<file path="src/rtl/lsu_apb_if.sv">
// Core request/response and APB bus bundle for lsu_apb_master.
// master: the LSU side (consumes requests, drives APB); slave: core + memory.
interface lsu_apb_if #(
  parameter int ADDR_W = 32
);
  logic              req_valid;
  logic              req_ready;
  logic              req_we;
  logic [2:0]        req_funct3;
  logic [ADDR_W-1:0] req_addr;
  logic [31:0]       req_wdata;
  logic              rsp_valid;
  logic [31:0]       rsp_rdata;
  logic              rsp_err;
  logic [ADDR_W-1:0] paddr;
  logic              psel;
  logic              penable;
  logic              pwrite;
  logic [3:0]        pstrb;
  logic [31:0]       pwdata;
  logic [31:0]       prdata;
  logic              pready;
  logic              pslverr;

  modport master (
    input  req_valid, req_we, req_funct3,
    input  req_addr, req_wdata,
    output req_ready,
    output rsp_valid, rsp_rdata, rsp_err,
    output paddr, psel, penable, pwrite,
    output pstrb, pwdata,
    input  prdata, pready, pslverr
  );

  modport slave (
    output req_valid, req_we, req_funct3,
    output req_addr, req_wdata,
    input  req_ready,
    input  rsp_valid, rsp_rdata, rsp_err,
    input  paddr, psel, penable, pwrite,
    input  pstrb, pwdata,
    output prdata, pready, pslverr
  );
endinterface

</file>
<file path="src/rtl/lsu_apb_master.sv">
// Load/store unit: one core request at a time onto an APB data bus.
// Ports: clk, rst (async active-high), bus (lsu_apb_if.master).
module lsu_apb_master #(
  parameter int ADDR_W = 32
) (
  input logic        clk,
  input logic        rst,
  lsu_apb_if.master  bus
);
  typedef enum logic [1:0] {
    IDLE, SETUP, ACCESS, RESP
  } state_t;

  state_t     state;
  logic       we_q;
  logic [2:0] f3_q;
  logic [1:0] off_q;

  logic [2:0]  f3;
  logic [1:0]  off;
  logic        bad_f3;
  logic        bad_align;
  logic [3:0]  strb;
  logic [31:0] wdata;
  logic [15:0] sh;
  logic [31:0] ld;

  assign f3  = bus.req_funct3;
  assign off = bus.req_addr[1:0];

  // f3[1:0] is the access size for both loads and stores.
  always_comb begin
    bad_f3 = 1'b0;
    if (bus.req_we)
      bad_f3 = f3[2] | (f3[1:0] == 2'b11);
    else
      bad_f3 = (f3[1:0] == 2'b11) | (f3[2] & f3[1]);
    bad_align = ((f3[1:0] == 2'b01) & off[0])
              | ((f3[1:0] == 2'b10) & (off != 2'b00));
  end

  always_comb begin
    strb  = 4'b0000;
    wdata = 32'h0;
    if (bus.req_we) begin
      case (f3[1:0])
        2'b00: begin
          strb  = 4'b0001 << off;
          wdata = {4{bus.req_wdata[7:0]}};
        end
        2'b01: begin
          strb  = 4'b0011 << off;
          wdata = {2{bus.req_wdata[15:0]}};
        end
        2'b10: begin
          strb  = 4'b1111;
          wdata = bus.req_wdata;
        end
        default: ;
      endcase
    end
  end

  // Only the low halfword of the lane-shifted data is ever needed.
  always_comb begin
    sh = 16'(bus.prdata >> {off_q, 3'b000});
    case (f3_q)
      3'b000:  ld = {{24{sh[7]}}, sh[7:0]};
      3'b100:  ld = {24'h0, sh[7:0]};
      3'b001:  ld = {{16{sh[15]}}, sh};
      3'b101:  ld = {16'h0, sh};
      default: ld = bus.prdata;
    endcase
  end

  always_ff @(posedge clk or posedge rst) begin
    if (rst) begin
      state         <= IDLE;
      we_q          <= 1'b0;
      f3_q          <= 3'b000;
      off_q         <= 2'b00;
      bus.req_ready <= 1'b1;
      bus.rsp_valid <= 1'b0;
      bus.rsp_rdata <= 32'h0;
      bus.rsp_err   <= 1'b0;
      bus.paddr     <= '0;
      bus.psel      <= 1'b0;
      bus.penable   <= 1'b0;
      bus.pwrite    <= 1'b0;
      bus.pstrb     <= 4'b0000;
      bus.pwdata    <= 32'h0;
    end else begin
      case (state)
        IDLE: begin
          if (bus.req_valid && bus.req_ready) begin
            we_q          <= bus.req_we;
            f3_q          <= f3;
            off_q         <= off;
            bus.req_ready <= 1'b0;
            if (!(bad_f3 || bad_align)) begin
              state       <= SETUP;
              bus.psel    <= 1'b1;
              bus.penable <= 1'b0;
              bus.paddr   <= {bus.req_addr[ADDR_W-1:2], 2'b00};
              bus.pwrite  <= bus.req_we;
              bus.pstrb   <= strb;
              bus.pwdata  <= wdata;
            end else begin
              // Illegal: answer immediately, never touch the bus.
              state         <= RESP;
              bus.rsp_valid <= 1'b1;
              bus.rsp_err   <= 1'b1;
              bus.rsp_rdata <= 32'h0;
            end
          end
        end
        SETUP: begin
          bus.penable <= 1'b1;
          state       <= ACCESS;
        end
        ACCESS: begin
          if (bus.pready) begin
            bus.psel      <= 1'b0;
            bus.penable   <= 1'b0;
            bus.rsp_valid <= 1'b1;
            bus.rsp_err   <= bus.pslverr;
            bus.rsp_rdata <= (bus.pslverr || we_q) ? 32'h0 : ld;
            state         <= RESP;
          end
        end
        RESP: begin
          bus.rsp_valid <= 1'b0;
          bus.rsp_err   <= 1'b0;
          bus.rsp_rdata <= 32'h0;
          bus.req_ready <= 1'b1;
          state         <= IDLE;
        end
        default: state <= IDLE;
      endcase
    end
  end
endmodule

</file>
<file path="src/flat_wrapper.sv">
// flat-port wrapper written by rule: the top's interface ports become plain ports
module lsu_apb_master_flat 
#(
  parameter int ADDR_W = 32
)
  (clk, rst, bus_req_valid, bus_req_we, bus_req_funct3, bus_req_addr, bus_req_wdata, bus_req_ready, bus_rsp_valid, bus_rsp_rdata, bus_rsp_err, bus_paddr, bus_psel, bus_penable, bus_pwrite, bus_pstrb, bus_pwdata, bus_prdata, bus_pready, bus_pslverr);
  lsu_apb_if #(.ADDR_W(ADDR_W)) bus_i ();
  input logic clk;
  input logic rst;
  input wire logic [$bits(bus_i.req_valid)-1:0] bus_req_valid;
  input wire logic [$bits(bus_i.req_we)-1:0] bus_req_we;
  input wire logic [$bits(bus_i.req_funct3)-1:0] bus_req_funct3;
  input wire logic [$bits(bus_i.req_addr)-1:0] bus_req_addr;
  input wire logic [$bits(bus_i.req_wdata)-1:0] bus_req_wdata;
  output wire logic [$bits(bus_i.req_ready)-1:0] bus_req_ready;
  output wire logic [$bits(bus_i.rsp_valid)-1:0] bus_rsp_valid;
  output wire logic [$bits(bus_i.rsp_rdata)-1:0] bus_rsp_rdata;
  output wire logic [$bits(bus_i.rsp_err)-1:0] bus_rsp_err;
  output wire logic [$bits(bus_i.paddr)-1:0] bus_paddr;
  output wire logic [$bits(bus_i.psel)-1:0] bus_psel;
  output wire logic [$bits(bus_i.penable)-1:0] bus_penable;
  output wire logic [$bits(bus_i.pwrite)-1:0] bus_pwrite;
  output wire logic [$bits(bus_i.pstrb)-1:0] bus_pstrb;
  output wire logic [$bits(bus_i.pwdata)-1:0] bus_pwdata;
  input wire logic [$bits(bus_i.prdata)-1:0] bus_prdata;
  input wire logic [$bits(bus_i.pready)-1:0] bus_pready;
  input wire logic [$bits(bus_i.pslverr)-1:0] bus_pslverr;
  assign bus_i.req_valid = bus_req_valid;
  assign bus_i.req_we = bus_req_we;
  assign bus_i.req_funct3 = bus_req_funct3;
  assign bus_i.req_addr = bus_req_addr;
  assign bus_i.req_wdata = bus_req_wdata;
  assign bus_req_ready = bus_i.req_ready;
  assign bus_rsp_valid = bus_i.rsp_valid;
  assign bus_rsp_rdata = bus_i.rsp_rdata;
  assign bus_rsp_err = bus_i.rsp_err;
  assign bus_paddr = bus_i.paddr;
  assign bus_psel = bus_i.psel;
  assign bus_penable = bus_i.penable;
  assign bus_pwrite = bus_i.pwrite;
  assign bus_pstrb = bus_i.pstrb;
  assign bus_pwdata = bus_i.pwdata;
  assign bus_i.prdata = bus_prdata;
  assign bus_i.pready = bus_pready;
  assign bus_i.pslverr = bus_pslverr;
  lsu_apb_master #(.ADDR_W(ADDR_W)) u_core (.clk(clk), .rst(rst), .bus(bus_i));
endmodule
</file>
<file path="config.mk">
export PLATFORM = sky130hd
export DESIGN_NAME = lsu_apb_master_flat
export DESIGN_NICKNAME = d
export VERILOG_FILES = /design/src/rtl/lsu_apb_if.sv /design/src/rtl/lsu_apb_master.sv /design/src/flat_wrapper.sv
export SDC_FILE = /design/constraint.sdc
export NUM_CORES = 1
export LEC_CHECK = 0
export ABC_AREA = 1
export CAP_MARGIN = 10
export CORE_ASPECT_RATIO = 1.25
export CORE_MARGIN = 3
export CORE_UTILIZATION = 42
export CTS_BUF_LIST = sky130_fd_sc_hd__clkbuf_2
export DETAILED_ROUTE_END_ITERATION = 6
export HOLD_SLACK_MARGIN = 0.12
export PLACE_DENSITY = 0.87
export SLEW_MARGIN = 15
export SYNTH_ARGS = -nofsm -noshare
export SYNTH_HDL_FRONTEND = slang
export SYNTH_SLANG_ARGS = --single-unit
</file>
<file path="constraint.sdc">
create_clock -name clk -period 3.9 [get_ports clk]
set_input_delay 0.975 -clock clk [delete_from_list [all_inputs] [get_ports clk]]
set_output_delay 0.975 -clock clk [all_outputs]
set_load 0.005 [all_outputs]
</file>
==> impl_results.md <==
- Outcome: finished clean
- DRC: 0
- Tmin final: 2690 ps
- Number of cell rows: 47
- Worst hold-check path type: reg -> reg
- Slowest-stage cell, CP: dfstp_2
- WHS Path Cells: 2
- Port Buf Inserts: 208
- Synth Area in XOR/XNOR: 0%
- WL final: 17600 µm
- Vias/cell: 5.24
- CTS sink cnt: 112
- Mapped Cells: 720
- Boundary Pins: 211
- Largest net degree at the start of global routing: 79
- Initial Util: 43.0%
- Final setup fails: 0
- Clock Latency Late Sink: 570 ps
- Vias in the first global route: 5586
- Synth top area cells: dfrtp_1, nand2_1, o21ai_0
- Hold_sp: u_core.bus.rsp_rdata[0]
- Largest family of logic cells by synthesized area: simple AND/OR/NAND/NOR gates
- Fin nets: 1017
- Largest area contributor in the synthesized netlist: dfrtp_1
- Startpoint Class: flip-flop
- CTS Buffer Depth: 2
- Depth of the CTS H-tree: 3
- Synth Area in Simple Gates: 26.7%
- CP Data Arrival Time: 1720 ps
- CTS buffer count: 9
- Die width: 110 µm
- Reg-to-Reg Start: u_core.state[0]
- Max incr delay on CP: 640 ps
- CP endpoint kind: output pin
- Top_reg_cell synth: dfrtp_1
- Adder-cell share of the synthesized area: 1.10%
- Seq. cell area: 2800 µm²
- Core area: 13300 µm²
- Clk slew on worst S/H paths: 320 ps
- Cell variety after synth: 29
- ANT cells: 0
- Crit path cell chain: clkdlybuf4s50_1
- Final hold vios: 0
- Hold Path End: u_core.bus.rsp_rdata[0]
- FF+latch count, synth: 112
- PwrDens: 642 nW/µm²
- Area of the multi-input gates: 2530 µm²
- Routed via count: 5675
- Mux share of post-synthesis cell area: 0%
- Initial antenna violation count: 0
- Layout cells sized above 1: 7.79%
- Seq/Total Area, Yosys: 49.1%
- Post-route core utilization: 60.3%
- First-pass DRT Iterations: 7
- Async S/R FF share, synth: 100%
- Crit path max-delay family: flip-flops
- Root buf cell: clkbuf_2
- Yosys warnings: 0
- Setup TNS: 0 ps
- Worst-path fanout max: 4
- Die area: 15000 µm²
- Area Growth Syn to Fin: 40.2%
- Crit Path Class: reg -> out
- Top-area cell type share of the netlist area: 48.6%
- Post-DRT Antenna Nets: 0
- Hold buffers post-CTS: 0
- Number of setup buffers added after CTS: 0
- Peak supply drop: 0.308 mV
- CP required: 2920 ps
- Rel. slew slack: 39.1%
- Slew Viols, Final: 0
- Reg2Reg Depth: 8
- CTS-repair resized insts: 0
- RSZ-0062 raised after global routing: false
- FF-to-FF setup slack: 1500 ps
- First-pass GRT wire length: 27900 µm
- Maxcap violations: 0
- Synthesized area per cell: 7.93 µm²
- Compound-Gate Fraction of Synth Area: 16.3%
- Worst slew pin tran: 911 ps
- Fmax: 371 MHz
- Max Clock Skew: 23.0 ps
- DP HPWL: 13000 µm
- Die Ht: 136 µm
- Post-synth EDFFs: 0
- P_leak: 3.68 nW
- Final worst-path cycle share: 69.1%
- Synthesized area: 5710 µm²
- FF-to-FF End: u_core.bus.rsp_rdata[3]
- CP Buf/Inv Count: 1
- # fillers: 1182
- GRT Total Usage: 23.6%
- CTS tree: yes
- WL per Instance: 16.3 µm
- GP Congestion: 0.918
- DR iter-0 viols: 310
- Global route overflow: 0
tightest hold or removal path, stage by stage (launching register included):
cell and delay, ps:
dfrtp_1 420, nand2_1 50, o21ai_0 60
cell usage after synthesis, types with 2 or more instances:
cell and number:
buf_6 5, nand2_2 3, buf_2 8, nand4_1 22, buf_4 9, dfrtp_1 111
or2_2 14, clkinv_1 2, nand3_1 35, nor2_4 5, o21ai_1 14, nand2_1 241
o21ai_0 133, nor2_1 18, nor2_2 2, ha_1 5, a21oi_1 13, inv_2 4
o21ai_2 13, clkbuf_1 18, nand3_2 2, inv_1 36
worst max-delay path by stage:
stage,end,slack (ps),startpoint,cells after the start
floorplan,u_core.bus.paddr[10],1570,rst,1
global placement,u_core.bus.pwdata[11],950,bus_req_funct3[1],7
detailed placement,u_core.bus.rsp_rdata[3],850,bus_req_funct3[1],6
CTS,bus_req_ready,1140,u_core.bus.req_ready,1
global route,bus_req_ready,1090,u_core.bus.req_ready,1
finish,bus_req_ready,1210,u_core.bus.req_ready,1
through the flow:
step / area [µm²] / hold slack (ps) / power (mW) / setup slack (ps) / cells
floorplan: 5720 / 471 / 3.22 / 1570 / 721
global placement: 7870 / 467 / 4.48 / 953 / 1067
detailed placement: 7870 / 468 / 4.56 / 849 / 1067
CTS: 8010 / 529 / 5.20 / 1140 / 1083
global route: 8010 / 553 / 5.56 / 1090 / 1083
finish: 8010 / 528 / 5.14 / 1210 / 1083
layer usage:
layer  GRT usage [%]  part of all wire (%)  vias to the layer above
met5               0                     0                        -
met4            9.24                   3.3                        0
met3            5.42                   8.0                       37
met2            38.3                    49                      263
met1            30.3                    40                     2637
li1                -                     -                     2738
layout make-up:
class | instances | area share, %
clock buffer | 9 | 0.562
tap | 171 | 2.67
inverter | 42 | 2.01
timing repair buffer | 215 | 27.0
clock inverter | 7 | 1.27
multi-input combinational | 527 | 31.5
sequential | 112 | 35.0
logic make-up after synthesis:
family,after synthesis
compound gates,175
fa+ha+maj,5
buf+inv,82
flops,112
other cells,1
simple gates,345
state kept, by name (all words and copies together) (netlist names), 2 cells and up:
signal	flops
u_core.bus.pstrb	4
u_core.bus.pwdata	32
u_core.state	2
u_core.bus.paddr	30
u_core.f3_q	3
u_core.bus.rsp_rdata	32
u_core.off_q	2
layout by cell type (no fill, tap or decap), types with 3 or more instances in the layout:
| cell | instances |
|---|---|
| a21oi_1 | 13 |
| buf_4 | 5 |
| clkbuf_2 | 9 |
| clkdlybuf4s50_1 | 208 |
| dfrtp_1 | 111 |
| ha_1 | 5 |
| inv_1 | 35 |
| inv_2 | 4 |
| nand2_1 | 241 |
| nand2_2 | 3 |
| nand3_1 | 35 |
| nand4_1 | 22 |
| nor2_1 | 17 |
| nor2_2 | 3 |
| nor2_4 | 5 |
| o21ai_0 | 133 |
| o21ai_1 | 14 |
| o21ai_2 | 13 |
| or2_2 | 14 |
report_power, final:
part	total, mW	switching [mW]	internal, mW
Combinational	2.53	1.26	1.28
Sequential	1.99	0.340	1.65
Clock	0.627	0.405	0.221
Total	5.14	2.00	3.14
Note: power is estimated with default switching activity, not from simulation.
